## config.mk

```make
export PLATFORM = sky130hd
export DESIGN_NAME = lsu_axi_master
export DESIGN_NICKNAME = d
export VERILOG_FILES = /design/src/rtl/lsu_axi_master.sv
export SDC_FILE = /design/constraint.sdc
export NUM_CORES = 1
export LEC_CHECK = 0
export CORE_ASPECT_RATIO = 0.8
export CORE_MARGIN = 2
export CORE_UTILIZATION = 49
export DETAILED_ROUTE_END_ITERATION = 8
export PLACE_DENSITY_LB_ADDON = 0.2
export SYNTH_ARGS = -nofsm -noshare
export SYNTH_HDL_FRONTEND = slang
export SYNTH_SLANG_ARGS = --single-unit
export TNS_END_PERCENT = 5
```

## constraint.sdc

```tcl
create_clock -name clk -period 5.4 [get_ports clk]
set_clock_uncertainty 0.1 [all_clocks]
set_input_delay 0.54 -clock clk [delete_from_list [all_inputs] [get_ports clk]]
set_output_delay 0.54 -clock clk [all_outputs]
set_load 0.01 [all_outputs]
```

## src/rtl/lsu_axi_master.sv

```systemverilog
// ============================================================================
// Module  : lsu_axi_master
// Brief   : AXI-lite master for the RV32I load/store unit. Takes one core
//           request at a time, checks funct3 and alignment, drives AW/W/B or
//           AR/R and returns extended load data or an error flag.
// Revision: 1.0 - initial release
// ============================================================================
`timescale 1ns/1ps
`default_nettype none

module lsu_axi_master #(
  parameter int ADDR_W  = 12,
  parameter int TIMEOUT = 255
) (
  input  logic              clk,
  input  logic              reset,
  // core request / response
  input  logic              i_req_valid,
  output logic              o_req_ready,
  input  logic              i_req_we,
  input  logic [2:0]        i_req_funct3,
  input  logic [31:0]       i_req_addr,
  input  logic [31:0]       i_req_wdata,
  output logic              o_resp_valid,
  output logic [31:0]       o_resp_rdata,
  output logic              o_resp_err,
  // write address channel
  output logic              o_awvalid,
  input  logic              i_awready,
  output logic [ADDR_W-1:0] o_awaddr,
  output logic [2:0]        o_awprot,
  // write data channel
  output logic              o_wvalid,
  input  logic              i_wready,
  output logic [31:0]       o_wdata,
  output logic [3:0]        o_wstrb,
  // write response channel
  input  logic              i_bvalid,
  output logic              o_bready,
  input  logic              i_bresp,
  // read address channel
  output logic              o_arvalid,
  input  logic              i_arready,
  output logic [ADDR_W-1:0] o_araddr,
  output logic [2:0]        o_arprot,
  // read data channel
  input  logic              i_rvalid,
  output logic              o_rready,
  input  logic [31:0]       i_rdata,
  input  logic              i_rresp
);

  // Watchdog counter is one bit wider than needed so it can saturate above
  // TIMEOUT; a TIMEOUT of 0 still yields a legal 1-bit counter.
  localparam int                c_WD_W     = $clog2(TIMEOUT + 1) + 1;
  localparam logic [c_WD_W-1:0] c_WD_LIMIT = c_WD_W'(TIMEOUT);
  localparam logic [c_WD_W-1:0] c_WD_MAX   = '1;
  localparam logic [c_WD_W-1:0] c_WD_ONE   = c_WD_W'(1);

  typedef enum logic [2:0] {
    S_IDLE  = 3'd0,
    S_WR    = 3'd1,
    S_WR_B  = 3'd2,
    S_RD_AR = 3'd3,
    S_RD_R  = 3'd4,
    S_RESP  = 3'd5
  } state_t;

  state_t              r_state;
  logic                r_req_ready;
  logic                r_resp_valid;
  logic [31:0]         r_resp_rdata;
  logic                r_resp_err;
  logic                r_awvalid;
  logic [ADDR_W-1:0]   r_awaddr;
  logic                r_wvalid;
  logic [31:0]         r_wdata;
  logic [3:0]          r_wstrb;
  logic                r_bready;
  logic                r_arvalid;
  logic [ADDR_W-1:0]   r_araddr;
  logic                r_rready;
  logic [2:0]          r_funct3;
  logic [1:0]          r_off;
  logic [c_WD_W-1:0]   r_wd_cnt;

  logic                w_is_half;
  logic                w_is_word;
  logic                w_illegal;
  logic                w_misaligned;
  logic                w_bad;
  logic [ADDR_W-1:0]   w_line_addr;
  logic [31:0]         w_st_data;
  logic [3:0]          w_st_strb;
  logic [31:0]         w_ld_shift;
  logic [31:0]         w_ld_data;
  logic [c_WD_W-1:0]   w_wd_inc;
  logic                w_wd_expire;
  logic                w_aw_done;
  logic                w_w_done;

  // Upper address bits beyond the AXI window are intentionally ignored.
  generate
    if (ADDR_W < 32) begin : g_addr_unused
      logic w_unused_addr;
      assign w_unused_addr = ^i_req_addr[31:ADDR_W];
    end
  endgenerate

  // Request legality: size comes from funct3[1:0]; stores only allow 0..2,
  // loads additionally allow the unsigned forms 4 and 5.
  assign w_is_half    = (i_req_funct3[1:0] == 2'b01);
  assign w_is_word    = (i_req_funct3[1:0] == 2'b10);
  assign w_illegal    = i_req_we ? (i_req_funct3 > 3'd2)
                                 : ((i_req_funct3 == 3'd3) || (i_req_funct3 == 3'd6) ||
                                    (i_req_funct3 == 3'd7));
  assign w_misaligned = (w_is_half & i_req_addr[0]) |
                        (w_is_word & (i_req_addr[1:0] != 2'b00));
  assign w_bad        = w_illegal | w_misaligned;
  assign w_line_addr  = {i_req_addr[ADDR_W-1:2], 2'b00};

  // Store lane replication and byte strobes, computed from the live request.
  always_comb begin
    w_st_data = i_req_wdata;
    w_st_strb = 4'b1111;
    case (i_req_funct3[1:0])
      2'b00: begin
        w_st_data = {4{i_req_wdata[7:0]}};
        w_st_strb = 4'b0001 << i_req_addr[1:0];
      end
      2'b01: begin
        w_st_data = {2{i_req_wdata[15:0]}};
        w_st_strb = 4'b0011 << i_req_addr[1:0];
      end
      default: begin
        w_st_data = i_req_wdata;
        w_st_strb = 4'b1111;
      end
    endcase
  end

  // Load lane selection and sign/zero extension of the returned word.
  assign w_ld_shift = i_rdata >> {r_off, 3'b000};

  always_comb begin
    w_ld_data = w_ld_shift;
    case (r_funct3)
      3'd0:    w_ld_data = {{24{w_ld_shift[7]}}, w_ld_shift[7:0]};
      3'd1:    w_ld_data = {{16{w_ld_shift[15]}}, w_ld_shift[15:0]};
      3'd4:    w_ld_data = {24'd0, w_ld_shift[7:0]};
      3'd5:    w_ld_data = {16'd0, w_ld_shift[15:0]};
      default: w_ld_data = w_ld_shift;
    endcase
  end

  // Saturating watchdog increment; expiry fires on the cycle the count
  // would reach TIMEOUT.
  assign w_wd_inc    = (r_wd_cnt == c_WD_MAX) ? r_wd_cnt : (r_wd_cnt + c_WD_ONE);
  assign w_wd_expire = (TIMEOUT != 0) && (w_wd_inc >= c_WD_LIMIT);

  // A write channel is finished once its valid has already dropped or is
  // handshaking in this cycle.
  assign w_aw_done = ~r_awvalid | i_awready;
  assign w_w_done  = ~r_wvalid  | i_wready;

  // Transaction FSM with all handshake and response outputs registered.
  always_ff @(posedge clk) begin
    if (!reset) begin
      r_state      <= S_IDLE;
      r_req_ready  <= 1'b0;
      r_resp_valid <= 1'b0;
      r_resp_rdata <= 32'd0;
      r_resp_err   <= 1'b0;
      r_awvalid    <= 1'b0;
      r_awaddr     <= '0;
      r_wvalid     <= 1'b0;
      r_wdata      <= 32'd0;
      r_wstrb      <= 4'd0;
      r_bready     <= 1'b0;
      r_arvalid    <= 1'b0;
      r_araddr     <= '0;
      r_rready     <= 1'b0;
      r_funct3     <= 3'd0;
      r_off        <= 2'd0;
      r_wd_cnt     <= '0;
    end else begin
      case (r_state)
        S_IDLE: begin
          r_req_ready  <= 1'b1;
          r_resp_valid <= 1'b0;
          r_resp_err   <= 1'b0;
          r_resp_rdata <= 32'd0;
          if (i_req_valid && r_req_ready) begin
            r_req_ready <= 1'b0;
            r_wd_cnt    <= '0;
            r_funct3    <= i_req_funct3;
            r_off       <= i_req_addr[1:0];
            if (w_bad) begin
              r_state      <= S_RESP;
              r_resp_valid <= 1'b1;
              r_resp_err   <= 1'b1;
            end else if (i_req_we) begin
              r_state   <= S_WR;
              r_awvalid <= 1'b1;
              r_wvalid  <= 1'b1;
              r_awaddr  <= w_line_addr;
              r_wdata   <= w_st_data;
              r_wstrb   <= w_st_strb;
            end else begin
              r_state   <= S_RD_AR;
              r_arvalid <= 1'b1;
              r_araddr  <= w_line_addr;
            end
          end
        end

        S_WR: begin
          r_wd_cnt <= w_wd_inc;
          if (w_wd_expire) begin
            r_awvalid    <= 1'b0;
            r_wvalid     <= 1'b0;
            r_state      <= S_RESP;
            r_resp_valid <= 1'b1;
            r_resp_err   <= 1'b1;
          end else begin
            if (r_awvalid && i_awready) r_awvalid <= 1'b0;
            if (r_wvalid && i_wready)   r_wvalid  <= 1'b0;
            if (w_aw_done && w_w_done) begin
              r_state  <= S_WR_B;
              r_bready <= 1'b1;
            end
          end
        end

        S_WR_B: begin
          r_wd_cnt <= w_wd_inc;
          if (w_wd_expire) begin
            r_bready     <= 1'b0;
            r_state      <= S_RESP;
            r_resp_valid <= 1'b1;
            r_resp_err   <= 1'b1;
          end else if (i_bvalid) begin
            r_bready     <= 1'b0;
            r_state      <= S_RESP;
            r_resp_valid <= 1'b1;
            r_resp_err   <= ~i_bresp;
          end
        end

        S_RD_AR: begin
          r_wd_cnt <= w_wd_inc;
          if (w_wd_expire) begin
            r_arvalid    <= 1'b0;
            r_state      <= S_RESP;
            r_resp_valid <= 1'b1;
            r_resp_err   <= 1'b1;
          end else if (i_arready) begin
            r_arvalid <= 1'b0;
            r_rready  <= 1'b1;
            r_state   <= S_RD_R;
          end
        end

        S_RD_R: begin
          r_wd_cnt <= w_wd_inc;
          if (w_wd_expire) begin
            r_rready     <= 1'b0;
            r_state      <= S_RESP;
            r_resp_valid <= 1'b1;
            r_resp_err   <= 1'b1;
          end else if (i_rvalid) begin
            r_rready     <= 1'b0;
            r_state      <= S_RESP;
            r_resp_valid <= 1'b1;
            r_resp_err   <= ~i_rresp;
            r_resp_rdata <= i_rresp ? w_ld_data : 32'd0;
          end
        end

        S_RESP: begin
          r_resp_valid <= 1'b0;
          r_resp_err   <= 1'b0;
          r_resp_rdata <= 32'd0;
          r_req_ready  <= 1'b1;
          r_state      <= S_IDLE;
        end

        default: begin
          r_state <= S_IDLE;
        end
      endcase
    end
  end

  assign o_req_ready  = r_req_ready;
  assign o_resp_valid = r_resp_valid;
  assign o_resp_rdata = r_resp_rdata;
  assign o_resp_err   = r_resp_err;
  assign o_awvalid    = r_awvalid;
  assign o_awaddr     = r_awaddr;
  assign o_awprot     = 3'b000;
  assign o_wvalid     = r_wvalid;
  assign o_wdata      = r_wdata;
  assign o_wstrb      = r_wstrb;
  assign o_bready     = r_bready;
  assign o_arvalid    = r_arvalid;
  assign o_araddr     = r_araddr;
  assign o_arprot     = 3'b000;
  assign o_rready     = r_rready;

endmodule

`default_nettype wire

```

==> results.toml <==
[outcome]
status = "complete, no violations"

[timing]
post-route-period-util = 0.616
max_slew_margin = 0.295
maxSlewViolCount = 0
fin_ws_ps = 2070
finalSetupTns_ps = 0
final-hold-violation-count = 0
worst_pin_slew_ps = 1060
timing.fmax_ghz = 0.301
period_minus_slack_ps = 3330
finalSetupViolations = 0
rsz0062_at_grt = "no"

[clock_tree]
cts_tree = "done"
htreeDepth = 4
clkSinkCount = 113
clk_path_buf_depth = 2
clkTransAtPathRegs_ps = 50
root_buffer = "clkbuf_16"
cts_buffers = 17
insertion_delay_ps = 410
post-cts-setup-buffers = 0
ctsResizeCount = 0
holdBufCountCts = 0

[placement]
port_buffers = 185
dp.cells = 1004
gp_congestion = 0.886
hpwl_um = 11900
place_ws_ps = 1680

[global_route]
grt_overflow_total = 0
grt_pass1_wl_um = 27000
antenna_found_initial = 0
grtUsageTotal = 0.257
first_global_vias = 5374
grt_max_degree = 110

[worst_setup_path]
cp_slowest_cell = "o41ai_1"
crit_buf_inv = 2
cp_cell_sequence = "clkdlybuf4s50_1, o41ai_1, and3_2, buf_4, o211ai_1, a21boi_0"
crit_type = "input port to register"
max_stage_delay_ps = 940
crit_path_end_kind = "register"
arrival_ps = 3550
cp_max_fo = 44
critPathTopFamily = "compound AO/OA/AOI/OAI gates"
cp-start-kind = "input port"
required_ps = 5630

[drt]
first_iter_violations = 608
drt_first_pass_iters = 5
routedWlPerCell_um = 16.6
vias = 5822
avgViaCountPerCell = 5.63
final_antenna_net_count = 0
routed_wl_um = 17200
drc = 0

[synthesis]
yosys.area.top_type = "dfxtp_1"
netlist_area_mm2 = 0.00596
synth_cell_types = 58
synth_ff_type = "dfxtp_1"
avgSynthCellArea_um2 = 8.35
synth_edf_count = 0
async_flop_share = 0
yosysWarnings = 0
synth_cells = 714
synth_most_common_cell = "nand2_1"
yosys-top-cells-area = "dfxtp_1 (38%), mux2i_1 (14%), nand2_1 (9.4%), o21ai_0 (3.4%), a21boi_0 (3.3%)"
netlist_top_cells_count = "nand2_1 (149), dfxtp_1 (113), mux2i_1 (81), o21ai_0 (40), clkbuf_1 (38)"
synth_top_area_frac = 0.379
synth-seq-area-share = 0.379
ys_ff_latch = 113

[layout]
layout.nets = 982
synthToLayoutAreaGrowth_pct = 41.2
final_cells = 1034
postLayoutCoreUtil = 0.700
num_antenna_cells = 0
drive_gt1_frac = 0.0669

[floorplanning]
die-area_mm2 = 0.0131
ioPinCount = 216
die_h_um = 103
start_util = 0.496
die_width_um = 127
rows = 36
core_mm2 = 0.0120

[power]
finalPower_mw = 3.19
p_per_area_mw_per_mm2 = 379
leakage_nw = 3.32
ir_worst_vdd_uv = 236

[min_path]
hp-class = "register to register"

[flow_run]
drv_cap = 0
[final timing paths]
check / cells past startpoint / end / from / slack [ps]
hold / removal: 2 / o_resp_rdata[15] / o_resp_rdata[15] / 360
setup / recovery: 6 / o_wdata[30] / i_req_addr[1] / 2070
setup reg to reg: 6 / o_resp_rdata[18] / r_state[2] / 2270
hold reg to reg: 2 / o_resp_rdata[15] / o_resp_rdata[15] / 360
[sequential cells by signal, summed over array words and instances (netlist names)]
name / count
o_awaddr: 10
o_wvalid: 1
r_funct3: 3
o_resp_valid: 1
o_resp_err: 1
o_awvalid: 1
r_off: 2
r_wd_cnt: 9
o_req_ready: 1
o_bready: 1
o_araddr: 10
o_rready: 1
o_arvalid: 1
r_state: 3
o_wstrb: 4
o_resp_rdata: 32
o_wdata: 32
[worst reg2reg max path, stage by stage (launching register included)]
cell and delay, ps:
dfxtp_1 610, nor2b_1 290, o311a_1 650, nor2b_1 250
a22oi_1 800, nand2b_1 220, mux2i_1 80
[cell families after synthesis]
| kind of cell | synth area share |
|---|---|
| fa+ha+maj | 0.00210 |
| mux | 0.154 |
| simple gates | 0.211 |
| compound gates | 0.195 |
| flops | 0.379 |
| buf+inv | 0.0586 |
| other cells | 0.000629 |
[per-stage QoR]
step | instance area (µm²) | hold slack (ps)
finish | 8420 | 360
floorplan | 6000 | 379
detailed placement | 7790 | 351
global route | 8420 | 379
global placement | 7790 | 344
CTS | 8420 | 363
[routing by layer]
| metal | GRT usage | wire, µm | vias up |
|---|---|---|---|
| met2 | 0.404 | 7800 | 250 |
| met3 | 0.0695 | 1170 | 35 |
| met4 | 0.0981 | 421 | 0 |
| met1 | 0.342 | 7810 | 2736 |
| met5 | 0 | 0 | - |
| li1 | - | - | 2801 |
[placed cells by master, fill, tap and decap left out, types with 4 or more instances in the layout]
cell               n
clkdlybuf4s50_1  184
nand2_1          149
dfxtp_1          113
mux2i_1           81
o21ai_0           40
nor2b_1           30
nor2_1            26
a21boi_0          26
nand3_1           21
a21oi_1           21
o211ai_1          18
o211a_1           17
clkbuf_16         17
nand2b_1          11
a21o_1            10
conb_1            10
buf_4              9
mux2_2             8
nor3_1             7
inv_1              6
a31oi_1            6
nor3b_1            6
and3_1             6
a22oi_1            4
bufinv_16          4
[power breakdown]
group          internal (mW)  total, mW  switching (mW)
registers              0.930       1.04           0.109
clock network          0.800       1.18           0.384
logic                  0.461      0.963           0.502
total                   2.19       3.19           0.994
[cell type report]
| type | count | area (µm²) |
|---|---|---|
| Clock buffer | 20 | 467 |
| Clock inverter | 10 | 159 |
| Fill cell | 939 | 3610 |
| Inverter | 7 | 26.3 |
| Multi-Input combinational cell | 538 | 3400 |
| Sequential cell | 113 | 2260 |
| Tap cell | 152 | 190 |
| Timing Repair Buffer | 194 | 1910 |
(Power assumes the default switching activity.)
